$ cat config.mk
export PLATFORM = sky130hd
export DESIGN_NAME = led_blink_ctrl
export DESIGN_NICKNAME = d
export VERILOG_FILES = /design/src/rtl/led_blink_ctrl.sv
export SDC_FILE = /design/constraint.sdc
export NUM_CORES = 1
export LEC_CHECK = 0
export CAP_MARGIN = 20
export CORE_AREA = 2 2 99 101
export DETAILED_ROUTE_END_ITERATION = 8
export DIE_AREA = 0 0 101 103
export HOLD_SLACK_MARGIN = 0.1
export PLACE_DENSITY = 0.76
export SYNTH_ARGS = -nofsm -noshare
export SYNTH_HDL_FRONTEND = slang
export SYNTH_SLANG_ARGS = --single-unit
export TNS_END_PERCENT = 1
$ cat constraint.sdc
create_clock -name clock -period 2.6 [get_ports clock]
set_input_delay 0.26 -clock clock [delete_from_list [all_inputs] [get_ports clock]]
set_output_delay 0.26 -clock clock [all_outputs]
set_load 0.1 [all_outputs]
$ cat src/rtl/led_blink_ctrl.sv
// Command-driven LED sequencer: clear, solid, blink N times or blink forever, with
// per-phase timing from a down-counter and a one-cycle done pulse on natural completion.
module led_blink_ctrl #(
    parameter int unsigned CNT_W   = 28,
    parameter int unsigned N_LED   = 2,
    parameter int unsigned CNT_N_W = 8
) (
    input  logic               clock,
    input  logic               reset,
    input  logic               cmd_valid,
    output logic               cmd_ready,
    input  logic [1:0]         cmd_op,
    input  logic [N_LED-1:0]   cmd_mask,
    input  logic [CNT_W-1:0]   cmd_half,
    input  logic [CNT_N_W-1:0] cmd_count,
    input  logic               abort,
    output logic [N_LED-1:0]   LED,
    output logic               busy,
    output logic               done
);

    typedef enum logic [1:0] {StIdle, StOn, StOff} state_e;

    localparam logic [1:0] OpClear   = 2'b00;
    localparam logic [1:0] OpSolid   = 2'b01;
    localparam logic [1:0] OpBlinkN  = 2'b10;
    localparam logic [1:0] OpForever = 2'b11;

    state_e             r_state,     w_state_d;
    logic [CNT_W-1:0]   r_timer,     w_timer_d;
    logic [CNT_W-1:0]   r_reload,    w_reload_d;
    logic [CNT_N_W-1:0] r_remaining, w_remaining_d;
    logic [N_LED-1:0]   r_mask,      w_mask_d;
    logic [N_LED-1:0]   r_led,       w_led_d;
    logic               r_forever,   w_forever_d;
    logic               r_done,      w_done_d;

    // Reload value is h-1 with h = max(cmd_half, 1), so the largest half never overflows.
    logic [CNT_W-1:0]   w_cmd_reload;
    assign w_cmd_reload = (cmd_half == '0) ? '0 : cmd_half - CNT_W'(1);

    always_ff @(posedge clock or posedge reset) begin
        if (reset) begin
            r_state     <= StIdle;
            r_timer     <= '0;
            r_reload    <= '0;
            r_remaining <= '0;
            r_mask      <= '0;
            r_led       <= '0;
            r_forever   <= 1'b0;
            r_done      <= 1'b0;
        end else begin
            r_state     <= w_state_d;
            r_timer     <= w_timer_d;
            r_reload    <= w_reload_d;
            r_remaining <= w_remaining_d;
            r_mask      <= w_mask_d;
            r_led       <= w_led_d;
            r_forever   <= w_forever_d;
            r_done      <= w_done_d;
        end
    end

    always_comb begin
        w_state_d     = r_state;
        w_timer_d     = r_timer;
        w_reload_d    = r_reload;
        w_remaining_d = r_remaining;
        w_mask_d      = r_mask;
        w_led_d       = r_led;
        w_forever_d   = r_forever;
        w_done_d      = 1'b0;
        unique case (r_state)
            StIdle: begin
                if (cmd_valid) begin
                    unique case (cmd_op)
                        OpClear: begin
                            w_led_d  = '0;
                            w_done_d = 1'b1;
                        end
                        OpSolid: begin
                            w_led_d  = cmd_mask;
                            w_done_d = 1'b1;
                        end
                        OpBlinkN, OpForever: begin
                            if (cmd_op == OpBlinkN && cmd_count == '0) begin
                                w_led_d  = '0;
                                w_done_d = 1'b1;
                            end else begin
                                w_led_d       = cmd_mask;
                                w_mask_d      = cmd_mask;
                                w_state_d     = StOn;
                                w_timer_d     = w_cmd_reload;
                                w_reload_d    = w_cmd_reload;
                                w_remaining_d = cmd_count;
                                w_forever_d   = (cmd_op == OpForever);
                            end
                        end
                        default: ;
                    endcase
                end
            end
            StOn: begin
                if (abort) begin
                    w_led_d   = '0;
                    w_state_d = StIdle;
                    w_timer_d = '0;
                end else if (r_timer != '0) begin
                    w_timer_d = r_timer - CNT_W'(1);
                end else begin
                    w_led_d   = '0;
                    w_state_d = StOff;
                    w_timer_d = r_reload;
                end
            end
            StOff: begin
                if (abort) begin
                    w_led_d   = '0;
                    w_state_d = StIdle;
                    w_timer_d = '0;
                end else if (r_timer != '0) begin
                    w_timer_d = r_timer - CNT_W'(1);
                end else if (!r_forever && r_remaining == CNT_N_W'(1)) begin
                    w_state_d = StIdle;
                    w_done_d  = 1'b1;
                end else begin
                    if (!r_forever) begin
                        w_remaining_d = r_remaining - CNT_N_W'(1);
                    end
                    w_led_d   = r_mask;
                    w_state_d = StOn;
                    w_timer_d = r_reload;
                end
            end
            default: begin
                w_led_d   = '0;
                w_state_d = StIdle;
                w_timer_d = '0;
            end
        endcase
    end

    always_comb begin
        cmd_ready = (r_state == StIdle);
        busy      = (r_state != StIdle);
        LED       = r_led;
        done      = r_done;
    end

endmodule

Yosys cells after proc, flatten, opt, wreduce, memory -nomap -nowiden
Index checks and enable logic that the tools add are counted.
- input port bits: 44
- memories kept: 0
- memory bits (writable): 0
- bits in latches: 0
- output and inout bits: 5
- logic and storage cells: 89
- ROM bits: 0
- register bits after elaboration: 72
- mux-type cells: 43
- add/subtract/negate cells: 3
- div/mod/pow operators: 0
- reduce and logical (&&, ||, !) cells: 17
- multiply operators: 0
- bitwise logic cells: 1
- shifts and indexed selects: 0
- equality and inequality tests: 17
- order comparisons: 0
- operators with widths (operator ; number):
    28-bit 2-to-1 mux ; 9
    28-bit one-hot mux with 3 select lines ; 1
    8-bit 2-to-1 mux ; 7
    28-bit by 1-bit subtractor with 28-bit output, second input constant ; 2
    28-bit zero test ; 1
    2-bit 2-to-1 mux ; 14
    28-bit nonzero test ; 1
    2-bit one-hot mux with 3 select lines ; 3
    8-bit one-hot mux with 2 select lines ; 1
    2-bit != test, second input constant ; 6
    4-bit AND reduction ; 3
    3-bit != test, second input constant ; 3
    8-bit by 1-bit equality test with 1-bit output, second input constant ; 1
    8-bit zero test ; 1
    8-bit AND reduction ; 1
    8-bit by 1-bit subtractor with 8-bit output, second input constant ; 1
    2-bit equality test, second input constant ; 3
    1-bit 2-to-1 mux ; 6
    5-bit AND reduction ; 1
    2-bit by 1-bit equality test with 1-bit output, second input constant ; 2
    2-bit zero test ; 2
    4-bit != test, second input constant ; 1
    1-bit one-hot mux with 2 select lines ; 2
    2-bit nonzero test ; 2
    other kinds (5) ; 7

Depth between registers and ports, before layout
Gate-level depths: netlist of the first run.
- word-level depth: 6
- gate-level depth with buffers: 11
- mapped depth without buffers: 8

Least setup slack after synthesis of the first run
No wires, ideal clock.
- kind: register to register
- from: reg r_state[0]
- to: reg r_timer[21]
- period minus slack after synthesis: 2.890 ns
- cell stages (with the launch flop): 12
- slack: -0.290 ns
- path buffers: 3
- arrival: 2.803 ns
- library setup time: 0.087 ns
- data required time: 2.513 ns
- path through: dfrtp_1 -> inv_1 -> ha_1 -> clkbuf_1 -> a21boi_0 -> a41o_1 -> a31o_2 -> or3_1 -> clkbuf_1 -> buf_2 -> a211o_1 -> o211ai_1
- cells in the longest elaborated chain, start to end: 3
- elaborated cells between the ends (all ways): 9
- RTL lines (item ; line ; source):
    start, declared ; 29 ; state_e r_state, w_state_d;
    start signal, assigned ; 44 ; r_state <= StIdle;
    start signal, assigned ; 53 ; r_state <= w_state_d;
    2-bit zero test (*) ; -- ;
    net cmd_ready ; 11 ; output logic cmd_ready,
    2-bit by 1-bit != test with 1-bit output (no source line) / 2-bit != test (equally long branches) ; -- ;
    4-bit AND reduction (no source line) ; -- ;
    end signal, assigned ; 54 ; r_timer <= w_timer_d;
    end, declared ; 30 ; logic [CNT_W-1:0] r_timer, w_timer_d;
Mark *: on every way through the listed nets, which the timed path passes. The rest lies on a longest branch.
A chain may end at the register's enable or synchronous reset.

Final worst setup path of the first run
- from: reg r_timer[16]
- to: reg r_timer[15]
- cells in the longest elaborated chain, start to end: 4
- elaborated cells between the ends (all ways): 8
- RTL lines (item ; line ; source):
    28-bit nonzero test (*) ; 108, 121 ;
    28-bit 2-to-1 mux (on tied branches) ; 121, 108 ;
    28-bit 2-to-1 mux (on tied branches) ; 117, 104 ;
    28-bit one-hot mux with 3 select lines ; 73 ; unique case (r_state)
Mark *: on every way between the ends. The rest lies on a longest branch, timed or not.

==> results of run 1 <==
-- worst max path at each step --
stage,slack [ns],depth (start not counted),endpoint
finish,0.09,6,r_timer[15]$_DFFE_PP0P_
global route,0.008,6,r_timer[11]$_DFFE_PP0P_
CTS,0.04,9,r_timer[21]$_DFFE_PP0P_
detailed placement,-0.08,7,r_timer[24]$_DFFE_PP0P_
global placement,-0.02,8,r_timer[25]$_DFFE_PP0P_
floorplan,0.06,11,r_timer[21]$_DFFE_PP0P_
-- state kept, by name (all words and copies together) (netlist names) --
register and count:
r_reload 28, r_timer 28, r_remaining 8, LED 2, r_mask 2, r_state 2, done 1, r_forever 1
-- routing by layer --
metal	share of wire (%)	up-vias	global-route usage [%]
met5	0	-	0
met4	2.8	0	11.6
met2	49	181	49.9
li1	-	2262	-
met3	5.3	28	5.08
met1	43	2338	35.5
-- worst max-delay path: cells and delay by family (launching register included) --
kind	cells	cell delay, ns
AO/OA/AOI/OAI	2	0.48
AND/OR/NAND/NOR	4	1.52
flip-flops	1	0.41
-- repair_timing --
item | CTS | global route
hold buffers | 0 | 0
resized for setup | 0 | 3
setup endpoints to repair | 0 | 7
-- where the power goes --
part | switching, mW | internal (mW)
combinational | 2.04 | 1.51
clock | 0.455 | 0.638
sequential | 0.453 | 1.62
-- cells in the final DEF (no fill, tap or decap), drive strengths merged, types with 18 or more instances in the layout --
cell type	count
xnor2	18
a21oi	22
nor4	21
nor3	21
clkdlybuf4s50	43
dfrtp	72
nor2	54
buf	86
o21ai	47
nand2	63
xor2	19
-- kinds of logic (layout without fill, tap and decap cells) --
| group | after synthesis | after routing | share of synthesized area (%) |
|---|---|---|---|
| AO/OA/AOI/OAI | 148 | 148 | 21.2 |
| flip-flops | 72 | 72 | 37.9 |
| XOR/XNOR | 37 | 37 | 6.82 |
| adder cells (fa/ha/maj) | 8 | 8 | 2.11 |
| multiplexers | 11 | 11 | 2.45 |
| buffers and inverters | 42 | 161 | 4.29 |
| AND/OR/NAND/NOR | 229 | 229 | 25.2 |
-- layout make-up --
| cell class | count | area [µm²] | share of cell area, % |
|---|---|---|---|
| Clock inverter | 7 | 120 | 1.96 |
| Sequential cell | 72 | 1800 | 29.4 |
| Clock buffer | 9 | 124 | 2.02 |
| Multi-Input combinational cell | 433 | 2780 | 45.2 |
| Timing Repair Buffer | 129 | 1110 | 18.1 |
| Tap cell | 114 | 143 | 2.32 |
| Inverter | 16 | 60.1 | 0.978 |
-- stage by stage --
stage	instance area (µm²)	cells	utilization, %
after floorplan	4770	547	-
after global placement	5880	764	62.2
after detailed placement	5880	764	62.2
after CTS	6130	780	64.8
after global routing	6140	780	64.9
final	6140	780	64.9
==> results by group, run 1 <==
Worst setup path
  – R2R Setup Slk: 0.09 ns
  – Capture point of the worst reg-to-reg path: r_timer[15]$_DFFE_PP0P_
  – Data arrival, critical path: approximately 2.8 ns
  – Crit Path Category: flop to flop
  – CP max-delay cell: or4_4
  – Crit-path most repeated cell: or4_4
  – WP data required: approximately 2.9 ns
  – Slowest stage delay, CP: 0.60 ns
  – Worst r2r src: r_timer[16]$_DFFE_PP0P_
  – Worst Setup SP: r_timer[16]$_DFFE_PP0P_
  – CP endpoint kind: flop
  – R2r worst-path depth: 6
  – Startpoint types: flop
  – CP Cell Sequence: or4_4 > or4_4 > nor3_4 > a211o_4 > nor2_1 > a221o_1
  – Worst Path Max Fanout: 6

CTS
  – CTS root buffer: clkbuf_8
  – Postcts setup bufs: 0
  – CTS tree: yes
  – Clock net sink count: around 70
  – CTS max path bufs: 2
  – H-tree levels: 3
  – Skew-Pair Late Insertion Delay: approximately 0.37 ns
  – Reg clk slew, reported paths: around 0.080 ns
  – Clock buffer count from CTS: 9

Logic synthesis
  – Top cell type by total area after synthesis: dfrtp_1
  – Share of flip-flops with an asynchronous set or reset: 100%
  – Syn Area/Cell: between 8 and 9 µm²
  – Cells after Synth: ~550
  – Yosys reg bits: just over 70
  – Count leader, synth: dfrtp_1
  – Post-synth EDFFs: 0
  – Syn Nets: 599
  – Top cells by count, synth: 72 x dfrtp_1, 62 x nand2_1, 54 x nor2_1, 41 x o21ai_0, 21 x a21oi_1
  – Ys flop type: dfrtp_1
  – Post-Syn Area: ~4800 µm²
  – Register area share after synthesis: 37.9%
  – Library cells used by synthesis: 67
  – Main area contributors after synthesis: dfrtp_1 38%, nand2_1 4.9%, o21ai_0 4.3%, nor2_1 4.3%, xor2_1 3.5%
  – Yosys synthesis warning count: 0
  – Top cell type's share of synthesized area: a little under two fifths

Run
  – MaxCap Viol Count: 0

Place
  – Place WS: -0.0784 ns
  – PortBufs: 48
  – DP HPWL: between 10 and 15 mm
  – Placer Congestion: about 0.93

Min path
  – Hold Crit Class: input port to async pin

Pwr
  – LEAKAGE: 2.62 nW
  – Power density over the cells: about 1100 nW/µm²
  – Power Total: between 6 and 7 mW
  – Worst vdd ir: between 0.0004 and 0.0005 V

GRT
  – Global route overflow: 0
  – Total track usage: ~29%
  – First-pass GRT wire length: around 23 mm
  – Vias in the first global route: 4,789
  – Largest net degree at the start of global routing: 24
  – Initial antenna violation count: 0

Routing
  – Drt initial violations: 304
  – WL/cell: 18.0 µm
  – DR DRC count: 0
  – Vias per inst: 6.17
  – DRT antenna net count: 0
  – Drt pass-1 iters: 5
  – Routed wire length: approximately 14 mm
  – Via count: just under 5k

STA
  – Count of final setup violators: 0
  – Final Cycle Share: between 90% and 100%
  – Fin. max-slew vios: 0
  – RSZ-0062 raised after global routing: false
  – Fin crit period: between 2 and 3 ns
  – Worst setup margin: a little over 0.09 ns
  – Setup TNS: 0 ns
  – Fin Clk Skew: 0.0104 ns
  – Hold Vio Cnt, Final: 0
  – Achievable frequency: 399 MHz
  – Hold Slack: 0.244 ns
  – Slew headroom: a little over two fifths
  – Worst-margin pin slew: 0.870 ns

Cells and area
  – Fill cell count: between 800 and 900
  – Diode count: 0
  – Layout area overhead: 29.1%
  – Nets@finish: between 700 and 800
  – Share of layout cells above drive strength 1: between 15 and 20%

Die
  – Io pins: 49
  – Die height: roughly 100 µm
  – Total core area: 9460 µm²
  – Initial Utilization: about half
  – # rows: 36
  – Die width: around 100 µm
  – Die ar.: 10,400 µm²

Run status
  – Outcome: complete, no violations
Power figures use the tool's default switching activity.
==> inputs of run 2 (changes only) <==
CORE_AREA = 2 2 118 86   (was 2 2 99 101)
DIE_AREA = 0 0 120 88   (was 0 0 101 103)
PLACE_DENSITY = 0.75   (was 0.76)
==> run 2 against run 1 <==
Net effect:
- critical path depth unchanged
- maximum frequency is essentially flat
- utilization is 1.4 points higher
- combinational power is 2% higher
- count of clock-buffer cells in the layout increased by 1
- global-route usage is 0.25 points lower
- clock power up 33%
- power up 6.6%
- non-clock buffer count is 2 lower
- highest routed layer unchanged
==> results by group, run 2 (synthesized netlist as in run 1, its figures left out) <==
Run status
  – Outcome: complete, no violations

GRT
  – Routing usage on met2: 45.1%
  – Vias in the first global route: about 4.6k
  – Grt met3 use: under 10%
  – First-pass GRT wire length: 23.4 mm
  – GR peak layer: met2
  – Initial antenna violation count: 0
  – Total track usage: between 20 and 30%
  – Largest net degree at the start of global routing: 27
  – Global route overflow: 0
  – M1 GR Usage: 39.8%

Cells and area
  – Biggest regs: r_reload: 28 flops, r_timer: 28 flops, r_remaining: 8 flops
  – Share of layout cells above drive strength 1: about a fifth
  – Most frequent cells in the layout: 82 x buf_4, 71 x dfrtp_1, 62 x nand2_1
  – Fin cells: between 700 and 800
  – Nets@finish: between 700 and 800
  – Layout area overhead: 31.4%
  – Diode count: 0
  – Commonest non-fill, non-tap cell in the layout: buf_4

Routing
  – DR DRC count: 0
  – Drt pass-1 iters: 5
  – Via count: just under 5k
  – Vias per inst: 6.14
  – Drt initial violations: 514
  – Routed wire length: around 15 mm
  – DRT antenna net count: 0
  – WL/cell: approximately 18 µm

Die
  – # rows: 30
  – Initial Utilization: 50.5%
  – Die height: between 80 and 90 µm
  – Die width: roughly 120 µm
  – Total core area: between 9000 and 10,000 µm²
  – Die ar.: between 10,000 and 15,000 µm²
  – Io pins: a little under 50

STA
  – Worst-margin pin slew: around 0.80 ns
  – Worst setup margin: between 0.09 and 0.1 ns
  – Fin Clk Skew: between 0.009 and 0.01 ns
  – Count of final setup violators: 0
  – Final Cycle Share: ~96%
  – Hold Vio Cnt, Final: 0
  – Hold Slack: 0.293 ns
  – Fin crit period: ~2.5 ns
  – Fin. max-slew vios: 0
  – Slew headroom: 46.5%
  – Achievable frequency: 399 MHz

Place
  – DP HPWL: 11.0 mm
  – Dpl cells: between 700 and 800
  – Place WS: -0.167 ns
  – Placer Congestion: 0.972
  – PortBufs: 48

Worst setup path
  – R2R Setup Slk: between 0.09 and 0.1 ns
  – Slowest stage delay, CP: a little under 0.6 ns
  – Data arrival, critical path: around 2.7 ns
  – WP data required: around 2.8 ns
  – CP max-delay cell: or4_4
  – R2r worst-path depth: 6
  – Crit-path most repeated cell: or4_4
  – CP Cell Sequence: or4_4 > or4_4 > nor3_4 > a211o_4 > nor2_1 > a221o_1
  – Startpoint types: flop
  – CP endpoint kind: flop
  – Crit Path Category: flop to flop
  – Capture point of the worst reg-to-reg path: r_timer[15]$_DFFE_PP0P_
  – Worst Setup SP: r_timer[18]$_DFFE_PP0P_
  – Worst Setup EP: r_timer[15]$_DFFE_PP0P_
  – Worst Path Max Fanout: 5
  – Worst r2r src: r_timer[18]$_DFFE_PP0P_

CTS
  – CTS tree: yes
  – Skew-Pair Late Insertion Delay: approximately 0.34 ns
  – Clock net sink count: 72
  – CTS root buffer: clkbuf_16
  – Clock buffer count from CTS: 9
  – Reg clk slew, reported paths: 0.06 ns
  – CTS max path bufs: 2
  – H-tree levels: 3

Pwr
  – Power density over the cells: about 1100 nW/µm²
  – Power Total: a little over 7 mW
  – LEAKAGE: approximately 2.7 nW
  – Worst vdd ir: 0.000507 V

Run
  – MaxCap Viol Count: 0

Min path
  – Hold Crit Class: input port to async pin
-- run 2: cell count changes in the layout (fill, tap and decap cells not counted), sizes merged --
cell    delta
clkinv     -3
buf        -2
inv        +2
clkbuf     +1
-- run 2: report_power, final --
| group | total, mW | internal (mW) | leakage [nW] | switching [mW] |
|---|---|---|---|---|
| combinational | 3.61 | 1.53 | 1.59 | 2.08 |
| sequential | 2.10 | 1.63 | 0.907 | 0.475 |
| clock | 1.45 | 0.945 | 0.164 | 0.502 |
-- run 2: stage by stage --
step | setup TNS [ns] | util (%) | cell area, µm²
finish | 0 | 66.3 | 6250
detailed placement | -0.827 | 62.3 | 5870
floorplan | 0 | - | 4770
global route | -0.00505 | 66.3 | 6250
CTS | 0 | 66.0 | 6210
global placement | -0.0927 | 62.3 | 5870
-- run 2: critical path: cells and delay by family, from the launching register on --
family | cells | cell delay, ns
flip-flops | 1 | 0.40
AND/OR/NAND/NOR | 4 | 1.52
AO/OA/AOI/OAI | 2 | 0.47
-- run 2: routing by layer --
| layer | wire, µm | part of all wire (%) | up-vias |
|---|---|---|---|
| li1 | - | - | 2253 |
| met1 | 6630 | 46 | 2342 |
| met2 | 6420 | 44 | 246 |
| met3 | 1210 | 8.3 | 24 |
| met4 | 251 | 1.7 | 0 |
| met5 | 0 | 0 | - |
-- run 2: what timing repair did --
action                                  in CTS  in global routing
endpoints found under the hold margin        0                  0
hold buffers                                 0                  0
pin swaps                                    0                  5
resized for setup                            1                  6
endpoints found under the setup margin       7                 21
setup buffers                                0                  1
-- run 2: worst min-delay path by stage --
stage,endpoint,slack (ns),depth (start not counted)
after floorplan,r_reload[0]$_DFFE_PP0P_,0.37,1
after global placement,r_reload[23]$_DFFE_PP0P_,0.46,2
after detailed placement,r_reload[10]$_DFFE_PP0P_,0.47,2
after CTS,r_timer[14]$_DFFE_PP0P_,0.30,2
after global routing,r_timer[14]$_DFFE_PP0P_,0.33,2
final,r_timer[14]$_DFFE_PP0P_,0.29,2
-- run 2: layout make-up --
class                           instances  area [µm²]
Inverter                               16        60.1
Fill cell                             738        3170
Clock buffer                           10         229
Tap cell                              128         160
Sequential cell                        72        1800
Timing Repair Buffer                  127        1090
Multi-Input combinational cell        433        2800
Clock inverter                          6         115
